File: src/rtl/score_peak_tracker.sv
// Per-frame arg-max of the template-match score stream inside a window around
// the box centre, with a consecutive-miss counter that raises lost.
module score_peak_tracker #(
  parameter int                 SCORE_W     = 16,
  parameter int                 SEARCH_R    = 64,
  parameter logic [SCORE_W-1:0] THRESH      = 16'd1024,
  parameter int                 LOST_FRAMES = 4,
  parameter logic [9:0]         DEF_X       = 10'd320,
  parameter logic [9:0]         DEF_Y       = 10'd240
) (
  input  logic               clk,
  input  logic               rst_n,
  input  logic               frame_start,
  input  logic               frame_end,
  input  logic               score_valid,
  input  logic [SCORE_W-1:0] score,
  input  logic [9:0]         x,
  input  logic [9:0]         y,
  input  logic [9:0]         center_x,
  input  logic [9:0]         center_y,
  input  logic               full_search,
  output logic [9:0]         max_x,
  output logic [9:0]         max_y,
  output logic [SCORE_W-1:0] max_score,
  output logic               max_ready,
  output logic               lost,
  output logic               busy
);

  typedef enum logic [1:0] {IDLE, SCAN, REPORT} state_t;

  localparam logic [10:0] RADIUS = 11'(SEARCH_R);
  localparam logic [3:0]  LOST_N = 4'(LOST_FRAMES);

  state_t             state_q, state_d;
  logic [9:0]         wcx_q, wcx_d, wcy_q, wcy_d;
  logic               found_q, found_d;
  logic [SCORE_W-1:0] best_q, best_d;
  logic [9:0]         bx_q, bx_d, by_q, by_d;
  logic [3:0]         miss_q, miss_d;
  logic [9:0]         max_x_q, max_x_d, max_y_q, max_y_d;
  logic [SCORE_W-1:0] max_score_q, max_score_d;
  logic               ready_q, ready_d, lost_q, lost_d;

  logic [10:0]        cx_eff, cy_eff, x_ext, y_ext;
  logic               in_window, scanning, take, do_report;
  logic               acc_found;
  logic [SCORE_W-1:0] acc_best;
  logic [3:0]         miss_inc;

  // A frame_start sample is judged against the freshly latched centre and a cleared accumulator.
  always_comb begin
    cx_eff    = {1'b0, frame_start ? center_x : wcx_q};
    cy_eff    = {1'b0, frame_start ? center_y : wcy_q};
    x_ext     = {1'b0, x};
    y_ext     = {1'b0, y};
    in_window = full_search ||
                ((x_ext + RADIUS >= cx_eff) && (x_ext <= cx_eff + RADIUS) &&
                 (y_ext + RADIUS >= cy_eff) && (y_ext <= cy_eff + RADIUS));
    acc_found = frame_start ? 1'b0 : found_q;
    acc_best  = frame_start ? '0 : best_q;
    scanning  = frame_start || (state_q == SCAN);
    take      = scanning && score_valid && in_window && (score >= THRESH) &&
                (!acc_found || (score > acc_best));
    do_report = (state_q == SCAN) && frame_end && !frame_start;
    miss_inc  = (miss_q == 4'hF) ? miss_q : miss_q + 4'd1;
  end

  always_comb begin
    state_d     = state_q;
    wcx_d       = wcx_q;
    wcy_d       = wcy_q;
    found_d     = acc_found;
    best_d      = acc_best;
    bx_d        = bx_q;
    by_d        = by_q;
    miss_d      = miss_q;
    max_x_d     = max_x_q;
    max_y_d     = max_y_q;
    max_score_d = max_score_q;
    ready_d     = 1'b0;
    lost_d      = lost_q;

    if (frame_start) begin
      state_d = SCAN;
      wcx_d   = center_x;
      wcy_d   = center_y;
    end else begin
      case (state_q)
        SCAN:    if (frame_end) state_d = REPORT;
        REPORT:  state_d = IDLE;
        default: state_d = IDLE;
      endcase
    end

    if (take) begin
      found_d = 1'b1;
      best_d  = score;
      bx_d    = x;
      by_d    = y;
    end

    if (do_report) begin
      if (found_d) begin
        max_x_d     = bx_d;
        max_y_d     = by_d;
        max_score_d = best_d;
        ready_d     = 1'b1;
        miss_d      = 4'd0;
        lost_d      = 1'b0;
      end else begin
        miss_d = miss_inc;
        if (miss_inc >= LOST_N) lost_d = 1'b1;
      end
    end
  end

  always_ff @(posedge clk) begin
    if (!rst_n) begin
      state_q     <= IDLE;
      wcx_q       <= DEF_X;
      wcy_q       <= DEF_Y;
      found_q     <= 1'b0;
      best_q      <= '0;
      bx_q        <= DEF_X;
      by_q        <= DEF_Y;
      miss_q      <= 4'd0;
      max_x_q     <= DEF_X;
      max_y_q     <= DEF_Y;
      max_score_q <= '0;
      ready_q     <= 1'b0;
      lost_q      <= 1'b0;
    end else begin
      state_q     <= state_d;
      wcx_q       <= wcx_d;
      wcy_q       <= wcy_d;
      found_q     <= found_d;
      best_q      <= best_d;
      bx_q        <= bx_d;
      by_q        <= by_d;
      miss_q      <= miss_d;
      max_x_q     <= max_x_d;
      max_y_q     <= max_y_d;
      max_score_q <= max_score_d;
      ready_q     <= ready_d;
      lost_q      <= lost_d;
    end
  end

  assign max_x     = max_x_q;
  assign max_y     = max_y_q;
  assign max_score = max_score_q;
  assign max_ready = ready_q;
  assign lost      = lost_q;
  assign busy      = (state_q == SCAN);

endmodule
File: config.mk
export PLATFORM = sky130hd
export DESIGN_NAME = score_peak_tracker
export DESIGN_NICKNAME = d
export VERILOG_FILES = /design/src/rtl/score_peak_tracker.sv
export SDC_FILE = /design/constraint.sdc
export NUM_CORES = 1
export LEC_CHECK = 0
export ABC_AREA = 1
export CORE_MARGIN = 5
export CORE_UTILIZATION = 45
export CTS_CLUSTER_SIZE = 30
export DETAILED_ROUTE_END_ITERATION = 8
export GPL_ROUTABILITY_DRIVEN = 1
export PLACE_DENSITY = 0.73
export RECOVER_POWER = 100
export REMOVE_ABC_BUFFERS = 1
export SLEW_MARGIN = 10
export SYNTH_ARGS = -nofsm -noshare
export SYNTH_HDL_FRONTEND = slang
export SYNTH_SLANG_ARGS = --single-unit
File: constraint.sdc
create_clock -name clk -period 3 [get_ports clk]
set_clock_uncertainty 0.2 [all_clocks]
set_input_delay 0.45 -clock clk [delete_from_list [all_inputs] [get_ports clk]]
set_output_delay 0.45 -clock clk [all_outputs]
set_load 0.05 [all_outputs]
==> impl_results.md, run 1 <==
- Initial antenna violation count: 0
- Hold Crit Start: rst_n
- CTS tree: yes
- Critical Path Start: center_y[8]
- Number of cell rows: 40
- Tot Pwr: roughly 3.3 mW
- Clk_lat worst skew: around 0.36 ns
- # Max-Cap Violations: 0
- CTS sink count: about 100
- # IOs: 101
- Final period utilization: between 90 and 100%
- Vias per cell: around 5
- Status: finished, final reports clean
- Die Y: around 120 um
- Clock Tree Buf Depth: 2
- Die area: around 14000 um2
- Critical Path Sink Type: register
- Max-slew headroom: ~60%
- Synthesized flop and latch total: 101
- Post-synthesis cell type count: 31
- Share of cells above drive strength 1: just under 20%
- Pwr/cell area: 418 nW/um2
- Met3 Wirelength: between 1000 and 1500 um
- Largest net degree at the start of global routing: 54
- Num CTS Buffers: 9
- Drt pass-1 iters: 4
- Iteration-0 DRC Markers: 409
- Clk pin slew, worst setup/hold paths: approximately 0.08 ns
- Max FO, Critical Path: 6
- Core area: 11900 um2
- Yosys warning total: 0
- Critical path class: primary input to register
- Worst path arrival time: about 2.9 ns
- WHS Endpoint: state_q[1]$_SDFFE_PP0P_
- First-pass GRT wire length: 25200 um
- Area delta synth->final: 46.5%
- Commonest non-fill, non-tap cells in the layout: nand2_1, dfxtp_1, clkdlybuf4s50_1
- HP Class: primary input to register
- Final min period: about 2.9 ns
- Seq/Total Area, Yosys: a little under two fifths
- Reg-to-Reg End: max_score[0]$_SDFFE_PN0P_
- Commonest non-fill, non-tap cell in the layout: nand2_1
- Syn Inst Count: about 770
- ANT nets after route: 0
- DRC viols: 0
- Die X: ~120 um
- Root Buffer: clkbuf_16
- Syn avg cell area: 7.03 um2
- Ant. Diodes: 0
- Final Setup Violations: 0
- Worst Setup Start Kind: primary input
- Initial core utilization: between 40 and 50%
- Final Slew Violations: 0
- Max VDD drop: 0.000414 V
- WP data required: just over 3 ns
- Grt ovf: 0
- RSZ-0062 raised after global routing: yes
- Leakage: roughly 3.8 nW
- Final #Nets: ~1100
- Fin. Hold Viols: 0
- Fmax: between 300 and 400 MHz
- Reg-to-Reg Start: wcy_q[8]$_SDFF_PN0_
- Number of global-route vias before repair: 5338
- Cts hold-fix bufs: 0
- Depth of the worst hold-timing path: 3
- Dpl cell area: 7120 um2
- Met2 Wirelength: between 7000 and 8000 um
- Top sig layer: met4
- Vias: between 5000 and 6000
- WL per Instance: approximately 14 um
- Slew @ Worst Pin: between 0.6 and 0.7 ns
- Post-Route WL: approximately 16000 um
- GRT Total Usage: a little over a fifth
- Hpwl dp: 10700 um
- Placer Congestion: between 0.8 and 0.9
- # H-tree levels: 3
- Reg2Reg Setup Slack: 0.18 ns
- Design area: ~8000 um2
- Port Buffers: 100
- Cell area after synthesis: approximately 5400 um2
- Met1 WL: 7140 um
- Reg2Reg Depth: 20
[worst max-delay path by stage]
stage,to,slack (ns),cells after the start
CTS,max_score[15]$_SDFFE_PN0P_,0.002,20
global placement,max_score[1]$_SDFFE_PN0P_,-0.50,20
floorplan,max_score[0]$_SDFFE_PN0P_,-1.23,8
global route,max_x[0]$_SDFFE_PN0P_,-0.05,19
finish,max_score[0]$_SDFFE_PN0P_,0.14,21
detailed placement,max_score[0]$_SDFFE_PN0P_,-0.58,19
[cell usage after synthesis, drive strengths merged]
library cell | n | area, um2
clkbuf | 15 | 56.3
nand2 | 251 | 942
nor3b | 1 | 7.51
a21boi | 1 | 11.3
a21o | 1 | 7.51
nor3 | 2 | 10.0
a31oi | 1 | 6.26
mux2i | 10 | 100
o21bai | 1 | 7.51
and3 | 1 | 6.26
and2 | 1 | 6.26
nand3 | 60 | 313
buf | 20 | 123
nand3b | 1 | 7.51
ha | 48 | 601
nor2 | 51 | 191
inv | 85 | 319
nand4 | 40 | 250
xor2 | 3 | 26.3
a21oi | 54 | 270
xnor2 | 5 | 43.8
o21ai | 18 | 93.8
nor4 | 2 | 12.5
or2 | 1 | 6.26
dfxtp | 101 | 2020
[through the flow]
step / cells / utilization, % / setup WS [ns] / hold WS (ns) / TNS [ns]
floorplan: 739 / - / -1.23 / 0.224 / -81.50
global placement: 1065 / 59.7 / -0.505 / 0.233 / -35.76
detailed placement: 1065 / 59.7 / -0.578 / 0.238 / -41.24
CTS: 1096 / 64.4 / 0.00197 / 0.178 / 0
global route: 1102 / 66.9 / -0.0481 / 0.197 / -0.840
finish: 1102 / 66.9 / 0.145 / 0.188 / 0
[sequential cells by signal, indices dropped and copies added (netlist names)]
signal     count
best_q        16
bx_q          10
by_q          10
found_q        1
lost           1
max_ready      1
max_score     16
max_x         10
max_y         10
miss_q         4
state_q        2
wcx_q         10
wcy_q         10
[cells by family after synthesis]
| kind of cell | count (synthesis) | share of synthesized area (%) |
|---|---|---|
| AO/OA/AOI/OAI | 76 | 7.29 |
| XOR/XNOR | 8 | 1.29 |
| adder cells (fa/ha/maj) | 48 | 11.0 |
| multiplexers | 10 | 1.84 |
| flip-flops | 101 | 37.2 |
| buffers and inverters | 120 | 9.15 |
| AND/OR/NAND/NOR | 411 | 32.2 |
[cell type report]
class                           instances  area, um2
Inverter                               85        322
Clock inverter                          7       63.8
Multi-Input combinational cell        553       3210
Sequential cell                       101       2020
Clock buffer                            9        225
Timing Repair Buffer                  200       1940
Fill cell                            1039       3940
Tap cell                              147        184
[timing repair]
item	in CTS	in global routing
pin swaps	26	30
setup endpoints to repair	78	77
gates cloned	4	1
setup buffers	12	5
gates resized for setup	46	67
[worst max-delay path, cell delays in order]
cell and delay, ns:
dlygate4sd2_1 0.22, inv_1 0.06, nand2_2 0.05, and2_4 0.16, buf_6 0.12, xnor2_2 0.12
ha_1 0.30, a21oi_2 0.12, o21bai_1 0.08, o21ai_1 0.10, nand2_1 0.09, nand2_2 0.08
nand4_1 0.09, nand2_2 0.11, buf_6 0.11, nand3_4 0.16, buf_12 0.21, nand2_1 0.08
nand2_1 0.07, nand2_2 0.06, nand2_1 0.04
[layer usage]
metal	vias up	global-route usage, %
li1	2871	-
met1	2533	27.7
met2	155	35.7
met3	28	5.75
met4	0	6.94
met5	-	0
[where the power goes]
part           total, mW  internal, mW  switching (mW)  leakage [nW]
Sequential          1.40          1.39          0.0160         0.822
Clock               1.16         0.584           0.574         0.143
Combinational      0.774         0.371           0.403          2.87
Note: power is estimated with default switching activity, not from simulation.
==> run 2: changes to the inputs <==
--- a/config.mk
+++ b/config.mk
@@ -6,12 +6,15 @@
 export NUM_CORES = 1
 export LEC_CHECK = 0
 export ABC_AREA = 1
+export CELL_PAD_IN_SITES_DETAIL_PLACEMENT = 0
+export CELL_PAD_IN_SITES_GLOBAL_PLACEMENT = 1
 export CORE_MARGIN = 5
-export CORE_UTILIZATION = 45
+export CORE_UTILIZATION = 34
+export CTS_CLUSTER_DIAMETER = 60
 export CTS_CLUSTER_SIZE = 30
 export DETAILED_ROUTE_END_ITERATION = 8
 export GPL_ROUTABILITY_DRIVEN = 1
-export PLACE_DENSITY = 0.73
+export PLACE_DENSITY_LB_ADDON = 0.1
 export RECOVER_POWER = 100
 export REMOVE_ABC_BUFFERS = 1
 export SLEW_MARGIN = 10
==> run 2 against run 1 <==
  * Via count grew 1.1%
  * Register-to-register slack lost 0.06 ns
  * Largest cell class unchanged
  * Clock power grew 19%
  * Fmax shrank 2.0%
  * Hold slack gained 0.019 ns
==> impl_results.md, run 2 (same netlist as run 1, synthesis figures left out) <==
- Number of cell rows: 46 (+15%)
- WP data required: 3.10 ns (+0.05 ns)
- Port Buffers: 100 (unchanged)
- Final #Nets: 1066 (+0.57%)
- Crit path top cell by count: nand2_1
- Clk_lat worst skew: 0.35 ns (about the same)
- Design area: 8540 um2 (+7.2%)
- Vias: 5648 (+1.1%)
- Pwr/cell area: 427 nW/um2 (+2.1%)
- Drt pass-1 iters: 5 (+1)
- Dpl cell area: 7180 um2 (+0.93%)
- HP Class: primary input to register
- RSZ-0062 raised after global routing: yes
- Cell breakdown of the critical path: buf_6 > inv_6 > or2_4 > o21ai_4 > inv_2 > ha_4 > xnor2_2 > ha_1 > a21o_1 > a21oi_2 > nand2_1 > nand2_1 > nand4_1 > nand2_2 > buf_6 > nand2_8 > a21boi_4 > buf_12 > clkbuf_16 > nand2_1 > nand2_1
- Hpwl dp: 11600 um (+8.5%)
- Min Hold Slack: 0.207 ns (+0.0189 ns)
- Worst path arrival time: 3.02 ns (+0.12 ns)
- Slowest CP cell: ha_1
- WL per Instance: 15.0 um (+5.4%)
- Critical Path Sink Type: register
- First-pass GRT wire length: 28000 um (+11%)
- Slew @ Worst Pin: 0.671 ns (+0.0506 ns)
- # H-tree levels: 3 (unchanged)
- Max-slew headroom: 55.3% (-3.4 points)
- Die Y: 136 um (+14%)
- Final period utilization: 97.1% (+1.9 points)
- Max VDD drop: 0.000299 V (-28%)
- Final Setup Violations: 0 (unchanged)
- Largest stage delay, worst path: 0.31 ns (about the same)
- Reg2Reg Setup Slack: 0.12 ns (-0.06 ns)
- GRT Total Usage: 19.2% (-2.6 points)
- Share of cells above drive strength 1: 22.1% (+2.7 points)
- Fmax: 343 MHz (-2.0%)
- Vias per cell: 4.80 (-5.3%)
- CP Buf/Inv Count: 6 (+1)
- Die X: 136 um (+14%)
- Iteration-0 DRC Markers: 222 (-46%)
- Commonest non-fill, non-tap cells in the layout: nand2_1, dfxtp_1, clkdlybuf4s50_1
- Die area: 18600 um2 (+29%)
- Core area: 15800 um2 (+32%)
- Largest net degree at the start of global routing: 54 (unchanged)
- Clk pin slew, worst setup/hold paths: 0.07 ns (about the same)
- Fillers: 1511 (+45%)
- Hold Crit Start: rst_n
- Final Slew Violations: 0 (unchanged)
- # IOs: 101 (unchanged)
- DRC viols: 0 (unchanged)
- Num CTS Buffers: 9 (unchanged)
- Ant. Diodes: 0 (unchanged)
- Setup WS pre-CTS: -0.675 ns (-0.0969 ns)
- Critical Path Start: frame_start
- Leakage: 3.95 nW (+2.8%)
- Initial core utilization: 34.5% (-11 points)
- Initial antenna violation count: 0 (unchanged)
- Fin. Hold Viols: 0 (unchanged)
- # Max-Cap Violations: 0 (unchanged)
- Max FO, Critical Path: 5 (-1)
- ANT nets after route: 0 (unchanged)
- Root Buffer: clkbuf_16
- CTS tree: yes
- Fin worst setup slack: 0.0868 ns (-0.0579 ns)
- Post-Route WL: 17700 um (+13%)
- Clock Tree Buf Depth: 2 (unchanged)
- Tot Pwr: 3.65 mW (+9.4%)
- Commonest non-fill, non-tap cell in the layout: nand2_1
- CP delay by family, top: simple AND/OR/NAND/NOR gates
- Critical path class: primary input to register
- CTS sink count: 101 (unchanged)
- Grt ovf: 0 (unchanged)
- Status: finished, final reports clean
- Reg-to-Reg Start: wcy_q[8]$_SDFF_PN0_
- Final min period: 2.91 ns (+0.0579 ns)
- Area delta synth->final: 57.0%
- Number of global-route vias before repair: 5596 (+4.8%)
- Placer Congestion: 0.853 (+2.5%)
- Worst Setup Start Kind: primary input
-- run 2: cell count changes in the layout (fill, tap and decap cells not counted), sizes merged --
cell           change
buf                +6
bufinv             +3
clkbuf             +1
clkdlybuf4s50      -1
dlygate4sd2        +4
dlymetal6s2s       -3
inv                -4
-- run 2: cell type report --
type	count	area, um2	area share (%)
clock inverters	6	109	1.27
clock buffers	10	239	2.80
well taps	216	270	3.16
repair buffers	206	2180	25.6
multi-input cells	553	3390	39.7
inverters	85	324	3.79
flip-flops and latches	101	2020	23.7
-- run 2: worst register-to-register path: cells and delay by family (launching register included) --
family	cells	cell delay, ns
fa+ha+maj	1	0.24
simple gates	9	0.80
flops	1	0.32
compound gates	4	0.49
buf+inv	5	0.61
xor+xnor	1	0.18
-- run 2: what timing repair did --
item | in CTS | in global routing
hold buffers | 0 | 0
setup buffers | 15 | 6
setup endpoints to repair | 77 | 77
pin swaps | 19 | 44
gates resized for setup | 86 | 80
cloned | 9 | 1
-- run 2: per-stage QoR --
step,utilization [%],setup TNS (ns),std cells
floorplan,-,-81.50,739
global route,54.2,-0.671,1177
detailed placement,45.5,-45.88,1133
global placement,45.5,-37.97,1133
finish,54.2,0,1177
CTS,51.7,-0.142,1172
-- run 2: per-layer routing --
layer,wire [um],up-vias,global-route usage (%)
met4,323,0,5.04
li1,-,2877,-
met2,8730,117,33.6
met1,7910,2634,23.7
met5,0,-,0
met3,737,20,4.38
-- run 2: path summary, 6_finish.rpt --
path	endpoint	depth (start not counted)
hold / removal	state_q[1]$_SDFFE_PP0P_	3
hold reg to reg	max_score[8]$_SDFFE_PN0P_	2
setup reg to reg	max_y[1]$_SDFFE_PN0P_	20
setup / recovery	max_y[1]$_SDFFE_PN0P_	21
-- run 2: power breakdown --
group | switching, mW | total, mW | internal [mW]
sequential | 0.0200 | 1.41 | 1.39
combinational | 0.444 | 0.864 | 0.420
clock | 0.540 | 1.38 | 0.839
total | 1.00 | 3.65 | 2.65
==> run 3: changes to the inputs <==
--- a/config.mk
+++ b/config.mk
@@ -5,11 +5,10 @@
 export SDC_FILE = /design/constraint.sdc
 export NUM_CORES = 1
 export LEC_CHECK = 0
-export ABC_AREA = 1
-export CELL_PAD_IN_SITES_DETAIL_PLACEMENT = 0
+export CELL_PAD_IN_SITES_DETAIL_PLACEMENT = 1
 export CELL_PAD_IN_SITES_GLOBAL_PLACEMENT = 1
 export CORE_MARGIN = 5
-export CORE_UTILIZATION = 34
+export CORE_UTILIZATION = 36
 export CTS_CLUSTER_DIAMETER = 60
 export CTS_CLUSTER_SIZE = 30
 export DETAILED_ROUTE_END_ITERATION = 8
==> run 3 against run 2 <==
  * The run now ends with negative setup slack left
  * Clock-buffer cell count is 1 lower
  * Final area is 5.6% lower
  * Setup slack worse by 0.56 ns
  * Final cell count is 19% lower
  * Fmax is 16% lower
  * Hold slack better by 0.060 ns
  * Sequential share of layout area is 1.4 points higher
  * Area after synthesis is 4.5% lower
  * Global-route usage is 3.4 points higher
==> impl_results.md, run 3 <==
- Status: finished with violations
- Failing checks: negative setup slack
- Yosys top cell area share: 38.9% (+1.8 points)
- First-pass GRT wire length: 29400 um (+4.9%)
- Ant. Diodes: 0 (unchanged)
- Port Buffers: 100 (unchanged)
- Pwr/cell area: 430 nW/um2 (+0.71%)
- Fin worst setup slack: -0.471 ns (-0.558 ns)
- Critical path class: register to register
- Die Y: 130 um (-4.7%)
- Final Slew Violations: 0 (unchanged)
- Root Buffer: clkbuf_16
- Fmax: 288 MHz (-16%)
- Final Setup Violations: 78 (+78)
- Final min period: 3.47 ns (+0.558 ns)
- Leakage: 3.43 nW (-13%)
- Clk pin slew, worst setup/hold paths: 0.07 ns (about the same)
- # Max-Cap Violations: 0 (unchanged)
- Area contributors post-synth: dfxtp_1, ha_1, mux2i_1
- Initial antenna violation count: 0 (unchanged)
- Max VDD drop: 0.000235 V (-21%)
- Slew @ Worst Pin: 0.573 ns (-0.0975 ns)
- RSZ-0062 raised after global routing: yes
- Final period utilization: 116% (+19 points)
- Yosys warning total: 0 (unchanged)
- Seq/Total Area, Yosys: 38.9% (+1.8 points)
- Placer Congestion: 0.788 (-7.6%)
- Die area: 16900 um2 (-9.1%)
- Number of global-route vias before repair: 5630 (+0.61%)
- Synth cell count leaders: dfxtp_1, ha_1, nor2_1
- Final Instance Count excl. Fillers: 957 (-19%)
- Hpwl dp: 12300 um (+6.1%)
- Num CTS Buffers: 9 (unchanged)
- Grt ovf: 0 (unchanged)
- Async SR Flop Fraction: 0% (unchanged)
- Cell area after synthesis: 5190 um2 (-4.5%)
- WL per Instance: 20.2 um (+34%)
- Synth Flop Type: dfxtp_1
- Vias: 5112 (-9.5%)
- CTS tree: yes
- WP data required: 3.04 ns (-0.06 ns)
- Cts hold-fix bufs: 0 (unchanged)
- Drt pass-1 iters: 5 (unchanged)
- HP Class: register to register
- # IOs: 101 (unchanged)
- Number of cell rows: 44 (-4.3%)
- Final #Nets: 878 (-18%)
- # H-tree levels: 3 (unchanged)
- Post-Route WL: 19300 um (+9.1%)
- Area delta synth->final: 55.3%
- Setup WS pre-CTS: -1.10 ns (-0.424 ns)
- Worst path arrival time: 3.51 ns (+0.49 ns)
- Synthesized flop and latch total: 101 (unchanged)
- Reg-to-Reg Start: wcx_q[6]$_SDFF_PN1_
- Max-slew headroom: 61.8% (+6.5 points)
- CTS sink count: 101 (unchanged)
- Iteration-0 DRC Markers: 230 (+3.6%)
- Critical Path Sink Type: register
- Synth area leader: dfxtp_1
- Critical Path Start: wcx_q[6]$_SDFF_PN1_
- Initial core utilization: 36.2% (+1.7 points)
- GRT Total Usage: 22.5% (+3.4 points)
- Clock Tree Buf Depth: 2 (unchanged)
- DRC viols: 0 (unchanged)
- ANT nets after route: 0 (unchanged)
- Die X: 130 um (-4.7%)
- Largest net degree at the start of global routing: 45 (-17%)
- Share of cells above drive strength 1: 28.3% (+6.3 points)
- Most common cell in the netlist: dfxtp_1
- Placed cells: 906 (-20%)
- Vias per cell: 5.34 (+11%)
- Commonest non-fill, non-tap cells in the layout: dfxtp_1, buf_4, clkdlybuf4s50_1
- Clk_lat worst skew: 0.36 ns (about the same)
- Syn avg cell area: 9.28 um2 (+32%)
- Post-synthesis cell type count: 53 (+71%)
- Core area: 14400 um2 (-8.9%)
- Fin. Hold Viols: 0 (unchanged)
- Number of enable flip-flop cells after synthesis: 0 (unchanged)
- Max FO, Critical Path: 5 (unchanged)
- Worst Setup Start Kind: register
- Commonest non-fill, non-tap cell in the layout: dfxtp_1
- Tot Pwr: 3.47 mW (-4.9%)
- Hold Crit Start: bx_q[5]$_SDFF_PN0_
- Syn Inst Count: 560 (-28%)
[run 3: where the power goes]
group	switching [mW]	internal [mW]	total (mW)
logic	0.450	0.465	0.916
clock network	0.570	0.566	1.14
registers	0.0232	1.39	1.42
[run 3: worst max-delay path, stage by stage (launching register included)]
cell and delay (ns):
dfxtp_2 0.32, mux2i_2 0.18, inv_1 0.10, ha_2 0.21
xor2_1 0.22, ha_1 0.29, a21o_1 0.20, a211oi_2 0.24
o211ai_1 0.12, a22o_2 0.29, and2_4 0.18, nor2_4 0.21
nor2_4 0.11, buf_12 0.16, a221o_1 0.32
[run 3: cell type report]
| type | count | area, um2 |
|---|---|---|
| Clock inverter | 7 | 50.0 |
| Inverter | 33 | 124 |
| Sequential cell | 101 | 2020 |
| Multi-Input combinational cell | 398 | 3180 |
| Clock buffer | 9 | 225 |
| Timing Repair Buffer | 225 | 2230 |
| Fill cell | 1586 | 6300 |
| Tap cell | 184 | 230 |
[run 3: kinds of logic after synthesis]
logic type               after synthesis  share of synthesized area (%)
AND/OR/NAND/NOR                      162                           16.0
adder cells (fa/ha/maj)               48                           11.6
flip-flops                           101                           38.9
buffers and inverters                 61                           5.35
multiplexers                          35                           7.03
AO/OA/AOI/OAI                        143                           19.4
XOR/XNOR                              10                           1.69
[run 3: path summary, 6_finish.rpt]
kind	end	slack, ns	cells after the start
worst max register to register	max_y[9]$_SDFFE_PN0P_	-0.47	14
worst min-delay path	max_x[5]$_SDFFE_PN0P_	0.27	1
worst min register to register	max_x[5]$_SDFFE_PN0P_	0.27	1
worst max-delay path	max_y[9]$_SDFFE_PN0P_	-0.47	14
[run 3: what timing repair did]
item / in CTS / in global routing
hold endpoints to repair: 0 / 0
pin swaps: 46 / 25
setup endpoints to repair: 79 / 78
buffers inserted: 21 / 12
gates resized for setup: 117 / 28
cloned: 6 / 2
[run 3: layer usage]
metal / track usage [%] / part of all wire [%] / vias to the layer above
met5: 0 / 0 / -
met4: 9.35 / 3.2 / 0
met3: 3.27 / 4.1 / 40
met2: 40.3 / 51 / 117
met1: 26.9 / 42 / 2522
li1: - / - / 2433
[run 3: through the flow]
step	setup TNS (ns)	instance area, um2	utilization [%]	hold WS (ns)
5_1_grt	-43.02	8070	56.1	0.288
3_3_place_gp	-70.15	7010	48.8	0.230
2_1_floorplan	-80.80	5040	-	0.225
3_5_place_dp	-79.11	7010	48.8	0.244
4_1_cts	-15.78	7910	55.0	0.266
6_report	-28.58	8070	56.1	0.267
